File: src/rtl/gray_stream_decoder.sv
// -----------------------------------------------------------------------------
// gray_stream_decoder
//
// Streaming Gray-to-binary decoder with step tracking. Each accepted Gray
// sample is decoded and compared against the previously accepted sample. The
// comparison classifies the step as:
//   - no change (distance 0)
//   - a legal single step (distance 1), which also yields a direction and a
//     wrap flag
//   - an illegal jump (distance >= 2), which raises step_err and bumps a
//     saturating error counter
// The result is registered, so it appears one cycle after the accept, behind a
// valid/ready handshake.
//
// Ports
//   clk        : clock, all state updates on the rising edge
//   rst        : synchronous active-high reset
//   in_valid   : g carries a valid sample
//   in_ready   : block can accept a sample this cycle
//   g          : Gray-coded input sample [WIDTH]
//   out_valid  : result registers hold a valid result
//   out_ready  : downstream takes the result this cycle
//   b          : decoded binary value [WIDTH]
//   dir        : direction of the last legal step (1 = up, 0 = down)
//   step_err   : this result's sample moved by more than one bit
//   wrap       : this result's step crossed between all-ones and zero
//   err_count  : saturating count of step errors [ERR_W]
// -----------------------------------------------------------------------------
module gray_stream_decoder #(
    parameter int WIDTH = 4,
    parameter int ERR_W = 8
) (
    input  logic             clk,
    input  logic             rst,
    input  logic             in_valid,
    output logic             in_ready,
    input  logic [WIDTH-1:0] g,
    output logic             out_valid,
    input  logic             out_ready,
    output logic [WIDTH-1:0] b,
    output logic             dir,
    output logic             step_err,
    output logic             wrap,
    output logic [ERR_W-1:0] err_count
);

    localparam logic [1:0] ST_IDLE  = 2'd0;  // no reference sample yet
    localparam logic [1:0] ST_TRACK = 2'd1;  // reference held, steps checked
    localparam logic [1:0] ST_FAULT = 2'd2;  // last step was an illegal jump

    localparam logic [WIDTH-1:0] ONE_W   = {{(WIDTH-1){1'b0}}, 1'b1};
    localparam logic [WIDTH-1:0] ALL1_W  = {WIDTH{1'b1}};
    localparam logic [ERR_W-1:0] ERR_MAX = {ERR_W{1'b1}};
    localparam logic [ERR_W-1:0] ERR_ONE = {{(ERR_W-1){1'b0}}, 1'b1};

    logic [1:0]       state_reg;
    logic [1:0]       state_next;
    logic [WIDTH-1:0] ref_reg;
    logic             out_valid_reg;
    logic [WIDTH-1:0] b_reg;
    logic             dir_reg;
    logic             step_err_reg;
    logic             wrap_reg;
    logic [ERR_W-1:0] err_count_reg;

    logic             dir_next;
    logic             step_err_next;
    logic             wrap_next;
    logic             err_inc;

    logic             accept;
    logic [WIDTH-1:0] b_new;
    logic [WIDTH-1:0] b_prev;
    logic [WIDTH-1:0] diff;
    logic             dist_zero;
    logic             dist_one;

    // Binary bit i is the XOR of all Gray bits from i up to the MSB, which is
    // the closed form of b[i] = b[i+1] ^ g[i].
    generate
        for (genvar gi = 0; gi < WIDTH; gi++) begin : g_decode
            assign b_new[gi]  = ^g[WIDTH-1:gi];
            assign b_prev[gi] = ^ref_reg[WIDTH-1:gi];
        end
    endgenerate

    assign in_ready = !rst && (!out_valid_reg || out_ready);
    assign accept   = in_valid && in_ready;

    // Hamming distance classification without a popcount: exactly one bit set
    // means clearing the lowest set bit leaves zero.
    assign diff      = g ^ ref_reg;
    assign dist_zero = (diff == '0);
    assign dist_one  = !dist_zero && ((diff & (diff - ONE_W)) == '0);

    always_comb begin
        state_next    = state_reg;
        dir_next      = dir_reg;
        step_err_next = 1'b0;
        wrap_next     = 1'b0;
        err_inc       = 1'b0;
        case (state_reg)
            ST_TRACK: begin
                if (dist_zero) begin
                    state_next = ST_TRACK;
                end else if (dist_one) begin
                    state_next = ST_TRACK;
                    dir_next   = (b_new == (b_prev + ONE_W));
                    wrap_next  = ((b_prev == ALL1_W) && (b_new == '0)) ||
                                 ((b_prev == '0) && (b_new == ALL1_W));
                end else begin
                    state_next    = ST_FAULT;
                    step_err_next = 1'b1;
                    err_inc       = 1'b1;
                end
            end
            default: begin
                // IDLE and FAULT both (re)acquire: the sample becomes the new
                // reference without being judged against the old one.
                state_next = ST_TRACK;
            end
        endcase
    end

    always_ff @(posedge clk) begin
        if (rst) begin
            state_reg     <= ST_IDLE;
            ref_reg       <= '0;
            out_valid_reg <= 1'b0;
            b_reg         <= '0;
            dir_reg       <= 1'b1;
            step_err_reg  <= 1'b0;
            wrap_reg      <= 1'b0;
            err_count_reg <= '0;
        end else if (accept) begin
            state_reg     <= state_next;
            ref_reg       <= g;
            out_valid_reg <= 1'b1;
            b_reg         <= b_new;
            dir_reg       <= dir_next;
            step_err_reg  <= step_err_next;
            wrap_reg      <= wrap_next;
            if (err_inc && (err_count_reg != ERR_MAX)) begin
                err_count_reg <= err_count_reg + ERR_ONE;
            end
        end else if (out_ready) begin
            // Consumed with nothing new behind it.
            out_valid_reg <= 1'b0;
        end
    end

    assign out_valid = out_valid_reg;
    assign b         = b_reg;
    assign dir       = dir_reg;
    assign step_err  = step_err_reg;
    assign wrap      = wrap_reg;
    assign err_count = err_count_reg;

endmodule

File: config.mk
export PLATFORM = sky130hd
export DESIGN_NAME = gray_stream_decoder
export DESIGN_NICKNAME = d
export VERILOG_FILES = /design/src/rtl/gray_stream_decoder.sv
export SDC_FILE = /design/constraint.sdc
export NUM_CORES = 1
export LEC_CHECK = 0
export ABC_CLOCK_PERIOD_IN_PS = 2300
export CAP_MARGIN = 20
export CORE_ASPECT_RATIO = 0.5
export CORE_MARGIN = 2
export CORE_UTILIZATION = 35
export CTS_BUF_LIST = sky130_fd_sc_hd__clkbuf_4 sky130_fd_sc_hd__clkbuf_8
export CTS_CLUSTER_DIAMETER = 40
export DETAILED_ROUTE_END_ITERATION = 16
export PLACE_DENSITY = 0.68
export SLEW_MARGIN = 20
export SYNTH_ARGS = -nofsm -noshare
export SYNTH_HDL_FRONTEND = slang
export SYNTH_SLANG_ARGS = --single-unit
File: constraint.sdc
create_clock -name clk -period 2.3 [get_ports clk]
set_input_delay 0.345 -clock clk [delete_from_list [all_inputs] [get_ports clk]]
set_output_delay 0.345 -clock clk [all_outputs]
set_load 0.005 [all_outputs]
* Yosys cells after proc, flatten, opt, wreduce, memory -nomap -nowiden
Index checks and enable logic that the tools add are counted.
** Word-level totals
- Register bits after elaboration :: 22
- Bits of input ports :: 8
- Logic and storage cells :: 54
** Operators by class
- Add/sub/neg operators :: 3
- Equality and inequality tests :: 5
- Mux-type cells :: 11
- Bitwise logic cells :: 3
- Reductions and logical operators :: 24
** Operators by type and width (count)
- $logic_not A4 Y1 :: 4
- $add A8 B1 Y8 const B :: 1
- $eq A4 B4 Y1 const B :: 2
- $mux W1 :: 8
- $ne A8 B8 Y1 const B :: 1
- $reduce_xor A4 Y1 :: 2
- $logic_and A1 B1 Y1 :: 6
- $mux W2 :: 3
- $reduce_xor A3 Y1 :: 2
- $add A4 B1 Y4 const B :: 1
- $and A4 B4 Y4 :: 1
- $eq A4 B4 Y1 :: 1
- $reduce_and A4 Y1 :: 1
- $reduce_xor A2 Y1 :: 2
- $sub A4 B1 Y4 const B :: 1
- $xor A4 B4 Y4 :: 1
- $logic_not A1 Y1 :: 3
- $eq A2 B1 Y1 const B :: 1
- $logic_or A1 B1 Y1 :: 2
- $reduce_and A2 Y1 :: 1
- $reduce_bool A2 Y1 :: 1
- $not A1 Y1 :: 1

* Depth between registers and ports, before layout
Gate-level depths: netlist (run 1).
- Depth in word-level cells :: 10
- Mapped depth :: 11

* Worst setup path before layout (run 1)
Ideal clock, no wire load.
- Path type :: reg-to-reg
- From :: register ref_reg[3]
- To :: register dir_reg, in the netlist dir
- Arrival :: 2.034 ns
- Data required time :: 2.178 ns
- Setup slack :: 0.144 ns
- Cell stages (with the launch flop) :: 9
- Buffers on the path :: 0
- Clock period less this slack :: 2.156 ns
- Cell sequence :: dfxtp_1 > inv_1 > ha_1 > xnor2_1 > xnor2_1 > ha_1 > xnor2_1 > nor4_1 > a311o_1
** On the way
- Word-level cells in the longest chain between the ends :: 6
- Elaborated cells on any way between the ends :: 14
** Ends and longest elaborated chain
- start, declared :: line 58 : logic [WIDTH-1:0] ref_reg;
- start signal, assigned :: line 137 : ref_reg <= g;
- $xor A4 B4 Y4 :: line 92 : assign diff = g ^ ref_reg;
- $sub A4 B1 Y4 :: line 94 : assign dist_one = !dist_zero && ((diff & (diff - ONE_W)) == '0);
- $and A4 B4 Y4 :: line 94
- $logic_not A4 Y1 :: line 94
- $logic_and A1 B1 Y1 :: line 94
- $reduce_and A4 Y1 (no line)
- end signal, assigned :: line 140 : dir_reg <= dir_next;
- end, declared :: line 61 : logic dir_reg;
Parallel ways exist; a longest one is shown, timed or not.
A chain may end at the register's enable or synchronous reset.

* Worst setup path after layout (run 1)
- From :: input g[3]
- To :: register dir_reg, in the netlist dir
** On the way
- Elaborated cells on any way between the ends :: 13
** RTL lines
- start, declared :: line 37 : input logic [WIDTH-1:0] g,
- $reduce_xor A2 Y1 :: line 82 : assign b_new[gi] = ^g[WIDTH-1:gi];
- net b_new[2] :: line 72 : logic [WIDTH-1:0] b_new;
- $eq A4 B4 Y1 :: line 108 : dir_next = (b_new == (b_prev + ONE_W));
The timed path passes the listed nets, and every way through them passes these cells.

==> flow_summary.ini, run 1 <==
[status]
outcome = complete, no violations

[finish]
stdcell_count = 239
largest_reg_flops = 8
layout_commonest_cell = clkdlybuf4s50_1
fin_nets = 204
insertedDiodeCount = 0
drive_gt1_share_pct = 16.5
area_growth_pct = 31.6
final_cell_mix = clkdlybuf4s50_1, dfxtp_1, buf_4
fill_cells = 345

[setup_path]
worstSetupPathType = input port to flop
crit_fanout = 4
start_kind = input port
regToRegSetupSlack_ns = 0.22
worst_ep_required_time_ns = 2.51
cpPeakStageDelay_ns = 0.51
cp_cell_sequence = clkdlybuf4s50_1, inv_1, ha_1, xnor3_1, xor2_1, nor4_1, a311o_1
cp_slowest_cell = clkdlybuf4s50_1
cp.arrival_ns = 2.31
critPathCaptureType = flop
critPathTopFamily = XOR/XNOR gates
critPathBufInv = 2

[global_routing]
grt_pass1_vias = 1136
grt_use_met2_pct = 28.3
met3_usage_pct = 2.94
busiest_layer = met2
overflow = 0
grt_use_total_pct = 14.9
antenna_found_initial = 0
grt_pass1_wl_um = 5200
grt_max_degree = 23
gr-usage-met1_pct = 18.3

[worst_hold_path]
hold_class = flop to flop

[cts]
cts_buffer_depth = 2
cts.sinks = 20
cts_buffers = 3
clk_pin_slew_ns = 0.08
cts_tree = done
root_buffer = clkbuf_8
htreeDepth = 1
clkLatencyLatePin_ns = 0.26

[synth]
syn-num-nets = 168
synth_async_sr_flop_share_pct = 0
synth.distinct_cells = 43
yosysSeqAreaShare_pct = 29.3
yosys_warnings = 0
synth_edf_count = 0
synthCells = 153
ys.flop_type = dfxtp_1
ys_ff_latch = 20
netlist_area_um2 = 1370
avgSynthCellArea_um2 = 8.95

[pwr]
comb_power_share_pct = 27.4
power_density_nw_per_um2 = 562
netSwitchingPower_uw = 272
clockPowerShare_pct = 35.4
fin_total_pwr_mw = 1.01
irDropWorstVdd_uv = 239
power.internal_uw = 741
p_sw_share_pct = 26.8
power_leakage_nw = 0.696
seqPwrFrac_pct = 37.2

[drt]
detail-route-antenna-nets = 0
routed-via-count = 1177
drc = 0
drtIter0Drc = 58
wl_per_cell_um = 12.6
detail_route.first_pass.iterations = 4
viasPerCell = 4.92
drt-total-wl_um = 3010

[timing]
fin_skew_ns = 0.00533
max_freq_ghz = 0.476
finalSetupViolations = 0
rsz0062_at_grt = false
slew_viol_final = 0
report.final.hold_viol_count = 0
tns_ns = 0
worst_pin_slew_ns = 0.506
fin_crit_sh_pct = 91.3
fin_crit_ns = 2.10
slew_headroom_pct = 66.2

[die]
row_count = 15
die_h_um = 48.2
core_um2 = 3580
dieArea_um2 = 4460
boundaryPins = 25
start_util_pct = 38.2
fp.dieW_um = 92.4

[job]
drv_cap = 0

[placed_design]
io_buffers = 24
gp_congestion = 0.833
post-place-cells = 235
place_hpwl_um = 2290
-- path summary, 6_finish.rpt --
path | start | end | depth (start not counted)
setup / recovery | g[3] | dir$_SDFFE_PP1P_ | 7
hold / removal | b[2]$_SDFFE_PP0P_ | b[2]$_SDFFE_PP0P_ | 2
hold reg to reg | b[2]$_SDFFE_PP0P_ | b[2]$_SDFFE_PP0P_ | 2
setup reg to reg | ref_reg[1]$_SDFFE_PP0P_ | err_count[4]$_SDFFE_PP0P_ | 5
-- cell families after synthesis --
group	share of synthesized area, %
AND/OR/NAND/NOR	24.6
AO/OA/AOI/OAI	15.4
buffers and inverters	7.77
flip-flops	29.3
XOR/XNOR	14.1
adder cells (fa/ha/maj)	7.22
multiplexers	1.65
-- what timing repair did --
item                       in CTS  in global routing
resized for setup               0                  1
hold buffers                    0                  0
setup endpoints to repair       0                  1
buffers inserted                0                  0
-- worst min-delay path, delay by kind of cell, from the launching register on --
kind             cells  cell delay (ns)
AO/OA/AOI/OAI        1             0.06
AND/OR/NAND/NOR      1             0.07
flip-flops           1             0.34
-- area by class of cell --
cell class	count	area, µm²	area share, %
Clock buffer	3	41.3	2.29
Clock inverter	1	30.0	1.67
Inverter	11	41.3	2.29
Multi-Input combinational cell	113	862	47.8
Sequential cell	20	400	22.2
Tap cell	51	63.8	3.54
Timing Repair Buffer	40	363	20.1
-- synthesized netlist by cell type, drive strengths merged (2+ instances only) --
cell type  count  area [µm²]
dfxtp         20         400
inv           11        41.3
o21ai         11        55.1
xnor2         10        87.6
a21oi          8        40.0
nand3b         8        60.1
nor2           8        30.0
ha             7        87.6
nand3          7        35.0
buf            6        53.8
nand2          6        22.5
xor2           5        58.8
nand2b         4        25.0
or3            4        27.5
or4            4        30.0
clkbuf         3        11.3
nor2b          3        18.8
o31ai          3        22.5
and2           2        12.5
and3           2        12.5
mux2           2        22.5
nand4          2        12.5
nor4           2        27.5
xnor3          2        46.3
-- through the flow --
step / worst slack (ns) / utilization, % / hold slack, ns / instance area (µm²)
final: 0.200 / 50.3 / 0.501 / 1800
after CTS: 0.0816 / 50.2 / 0.497 / 1800
after floorplan: 0.144 / - / 0.466 / 1370
after detailed placement: -0.176 / 48.2 / 0.481 / 1730
after global placement: -0.108 / 48.2 / 0.471 / 1730
after global routing: 0.0856 / 50.3 / 0.546 / 1800
-- layer usage --
layer | wire length, µm | vias up
met2 | 1460 | 14
met4 | 12 | 0
met1 | 1450 | 558
li1 | - | 603
met5 | 0 | -
met3 | 79 | 2
-- power groups by stage --
stage          clock (mW)  sequential [mW]  combinational, mW
5_1_grt             0.376            0.379              0.309
3_3_place_gp            0            0.383              0.270
6_report            0.358            0.377              0.277
3_5_place_dp            0            0.384              0.278
4_1_cts             0.362            0.376              0.279
2_1_floorplan           0            0.379              0.184
No activity file was read; power rests on OpenSTA's default activity.
==> run 2, diff against run 1 <==
--- a/config.mk
+++ b/config.mk
@@ -14,6 +14,7 @@
 export CTS_CLUSTER_DIAMETER = 40
 export DETAILED_ROUTE_END_ITERATION = 16
 export PLACE_DENSITY = 0.68
+export SKIP_LAST_GASP = 1
 export SLEW_MARGIN = 20
 export SYNTH_ARGS = -nofsm -noshare
 export SYNTH_HDL_FRONTEND = slang
==> results of run 2 <==
Final layout, timing and power as in run 1 (identical DEF).
==> run 3, diff against run 2 <==
--- a/config.mk
+++ b/config.mk
@@ -5,6 +5,7 @@
 export SDC_FILE = /design/constraint.sdc
 export NUM_CORES = 1
 export LEC_CHECK = 0
+export ABC_AREA = 1
 export ABC_CLOCK_PERIOD_IN_PS = 2300
 export CAP_MARGIN = 20
 export CORE_ASPECT_RATIO = 0.5
@@ -13,7 +14,6 @@
 export CTS_BUF_LIST = sky130_fd_sc_hd__clkbuf_4 sky130_fd_sc_hd__clkbuf_8
 export CTS_CLUSTER_DIAMETER = 40
 export DETAILED_ROUTE_END_ITERATION = 16
-export PLACE_DENSITY = 0.68
 export SKIP_LAST_GASP = 1
 export SLEW_MARGIN = 20
 export SYNTH_ARGS = -nofsm -noshare
==> run 3 against run 2 <==
Compared with the run above:
- sequential power is 1% lower
- cell count rose by 19%
- total power fell by 3.9%
- die area fell by 1.8%
- critical path type is now input port to primary output
==> flow_summary.ini, run 3 <==
[pwr]
fin_total_pwr_uw = 972
irDropWorstVdd_uv = 227
power_density_nw_per_um2 = 561
power_leakage_nw = 0.782

[setup_path]
cp_slowest_cell = clkdlybuf4s50_1
worstSetupPathType = input port to primary output
crit_fanout = 9
cp_cell_sequence = clkdlybuf4s50_1, nor2_1, clkdlybuf4s50_1
cp.arrival_ns = 1.66
critPathCaptureType = primary output
path_common_cell = clkdlybuf4s50_1
start_kind = input port
critPathTopFamily = buffers and inverters
worst_ep_required_time_ns = 1.96
cpPeakStageDelay_ns = 0.59
critPathBufInv = 2

[timing]
rsz0062_at_grt = false
fin_skew_ns = 0.00660
slew_headroom_pct = 67.2
tns_ns = 0
fin_crit_sh_pct = 87.0
fin_crit_ns = 2.00
finalSetupViolations = 0
report.final.hold_viol_count = 0
worst_pin_slew_ns = 0.491
max_freq_ghz = 0.500
slew_viol_final = 0

[synth]
ys.flop_type = dfxtp_1
netlist_area_um2 = 1340
synth_area_leaders = dfxtp_1, nand2_1, nand3_1, ha_1, inv_1
yosysTopAreaCellShare_pct = 29.8
yosysMostFrequentCell = nand2_1
yosys_warnings = 0
synthCells = 204
synth_async_sr_flop_share_pct = 0
syn-num-nets = 219
ys_ff_latch = 20
avgSynthCellArea_um2 = 6.58
synth_common_cells = nand2_1, nand3_1, dfxtp_1
synth_edf_count = 0
yosysSeqAreaShare_pct = 29.8
synth_largest_area_cell = dfxtp_1
synth.distinct_cells = 29

[finish]
final_cell_mix = nand2_1, nand3_1, clkdlybuf4s50_1
area_growth_pct = 29.0
drive_gt1_share_pct = 9.44
insertedDiodeCount = 0
fill_cells = 359
largest_reg_flops = 8
layout_commonest_cell = nand2_1
fin_area_um2 = 1730
fin_nets = 249
fin_util_pct = 48.8

[global_routing]
grt_use_total_pct = 15.1
antenna_found_initial = 0
grt_max_degree = 17
grt_pass1_vias = 1143
grt_pass1_wl_um = 5170
gr-usage-met1_pct = 20.2
met3_usage_pct = 1.89
overflow = 0
busiest_layer = met2
grt_use_met2_pct = 26.0

[die]
start_util_pct = 37.8
boundaryPins = 25
fp.dieW_um = 91.6
die_h_um = 47.8
row_count = 15
core_um2 = 3550
dieArea_um2 = 4380

[job]
drv_cap = 0

[cts]
cts_buffer_depth = 2
root_buffer = clkbuf_8
cts_buffers = 3
clkLatencyLatePin_ns = 0.27
htreeDepth = 1
cts_setup_buffers = 0
cts_tree = done
clk_pin_slew_ns = 0.09
cts-hold-fix-buffers = 0
cts_resized = 0
cts.sinks = 20

[placed_design]
place_area_um2 = 1660
gp_congestion = 0.925
io_buffers = 24
place_hpwl_um = 2350

[drt]
viasPerCell = 4.65
wl_per_cell_um = 10.6
drc = 0
detail-route-antenna-nets = 0
detail_route.first_pass.iterations = 4
drt-total-wl_um = 3010
drtIter0Drc = 57
routed-via-count = 1322

[status]
outcome = complete, no violations

[worst_hold_path]
hold_class = flop to flop
[run 3: cell types whose count changed after synthesis, sizes merged, moves of 3 or more]
| cell | before | now |
|---|---|---|
| inv | 11 | 23 |
| nand2 | 6 | 67 |
| nand2b | 4 | 0 |
| o31ai | 3 | 0 |
| nor2 | 8 | 17 |
| nand3b | 8 | 0 |
| nand3 | 7 | 30 |
| or4 | 4 | 0 |
| xnor2 | 10 | 4 |
| buf | 6 | 2 |
| or3 | 4 | 0 |
| nor2b | 3 | 0 |
[run 3: where the power goes]
part | internal, mW | leakage, nW | switching, mW | total (mW)
Combinational | 0.0949 | 0.583 | 0.140 | 0.234
Clock | 0.233 | 0.0357 | 0.134 | 0.366
Sequential | 0.361 | 0.163 | 0.0103 | 0.372
Total | 0.689 | 0.782 | 0.284 | 0.972
[run 3: logic make-up after synthesis]
kind of cell / Yosys count / share of synthesized area [%]
AO/OA/AOI/OAI: 21 / 8.57
XOR/XNOR: 8 / 5.22
adder cells (fa/ha/maj): 7 / 6.52
buffers and inverters: 28 / 8.85
flip-flops: 20 / 29.8
AND/OR/NAND/NOR: 120 / 41.0
[run 3: worst paths after layout]
check                           from           endpoint  slack (ns)  cells past startpoint
max                              rst           in_ready        0.30                      3
min                wrap$_SDFFE_PP0P_  wrap$_SDFFE_PP0P_        0.47                      2
max reg2reg  ref_reg[3]$_SDFFE_PP0P_   dir$_SDFFE_PP1P_        0.37                     14
min reg2reg        wrap$_SDFFE_PP0P_  wrap$_SDFFE_PP0P_        0.47                      2
[run 3: final cells by class]
cell class	count	area [µm²]	area share, %
clock inverters	1	30.0	1.73
well taps	51	63.8	3.68
multi-input cells	156	823	47.5
flip-flops and latches	20	400	23.1
repair buffers	28	270	15.6
inverters	25	103	5.92
clock buffers	3	41.3	2.38
[run 3: worst min-delay path: cells and delay by family (launching register included)]
kind             cells  cell delay, ns
flip-flops           1            0.32
AO/OA/AOI/OAI        1            0.06
AND/OR/NAND/NOR      1            0.06
[run 3: per-stage QoR]
stage	instances	hold slack, ns	worst slack, ns
after CTS	284	0.474	0.308
final	284	0.469	0.300
after global placement	280	0.453	0.256
after detailed placement	280	0.460	0.195
after global routing	284	0.499	0.136
after floorplan	204	0.445	0.503
[run 3: layer usage]
| layer | share of wire, % | routed length, µm |
|---|---|---|
| met1 | 51 | 1550 |
| met2 | 44 | 1330 |
| met3 | 3.0 | 89 |
| met4 | 1.4 | 41 |
| met5 | 0 | 0 |
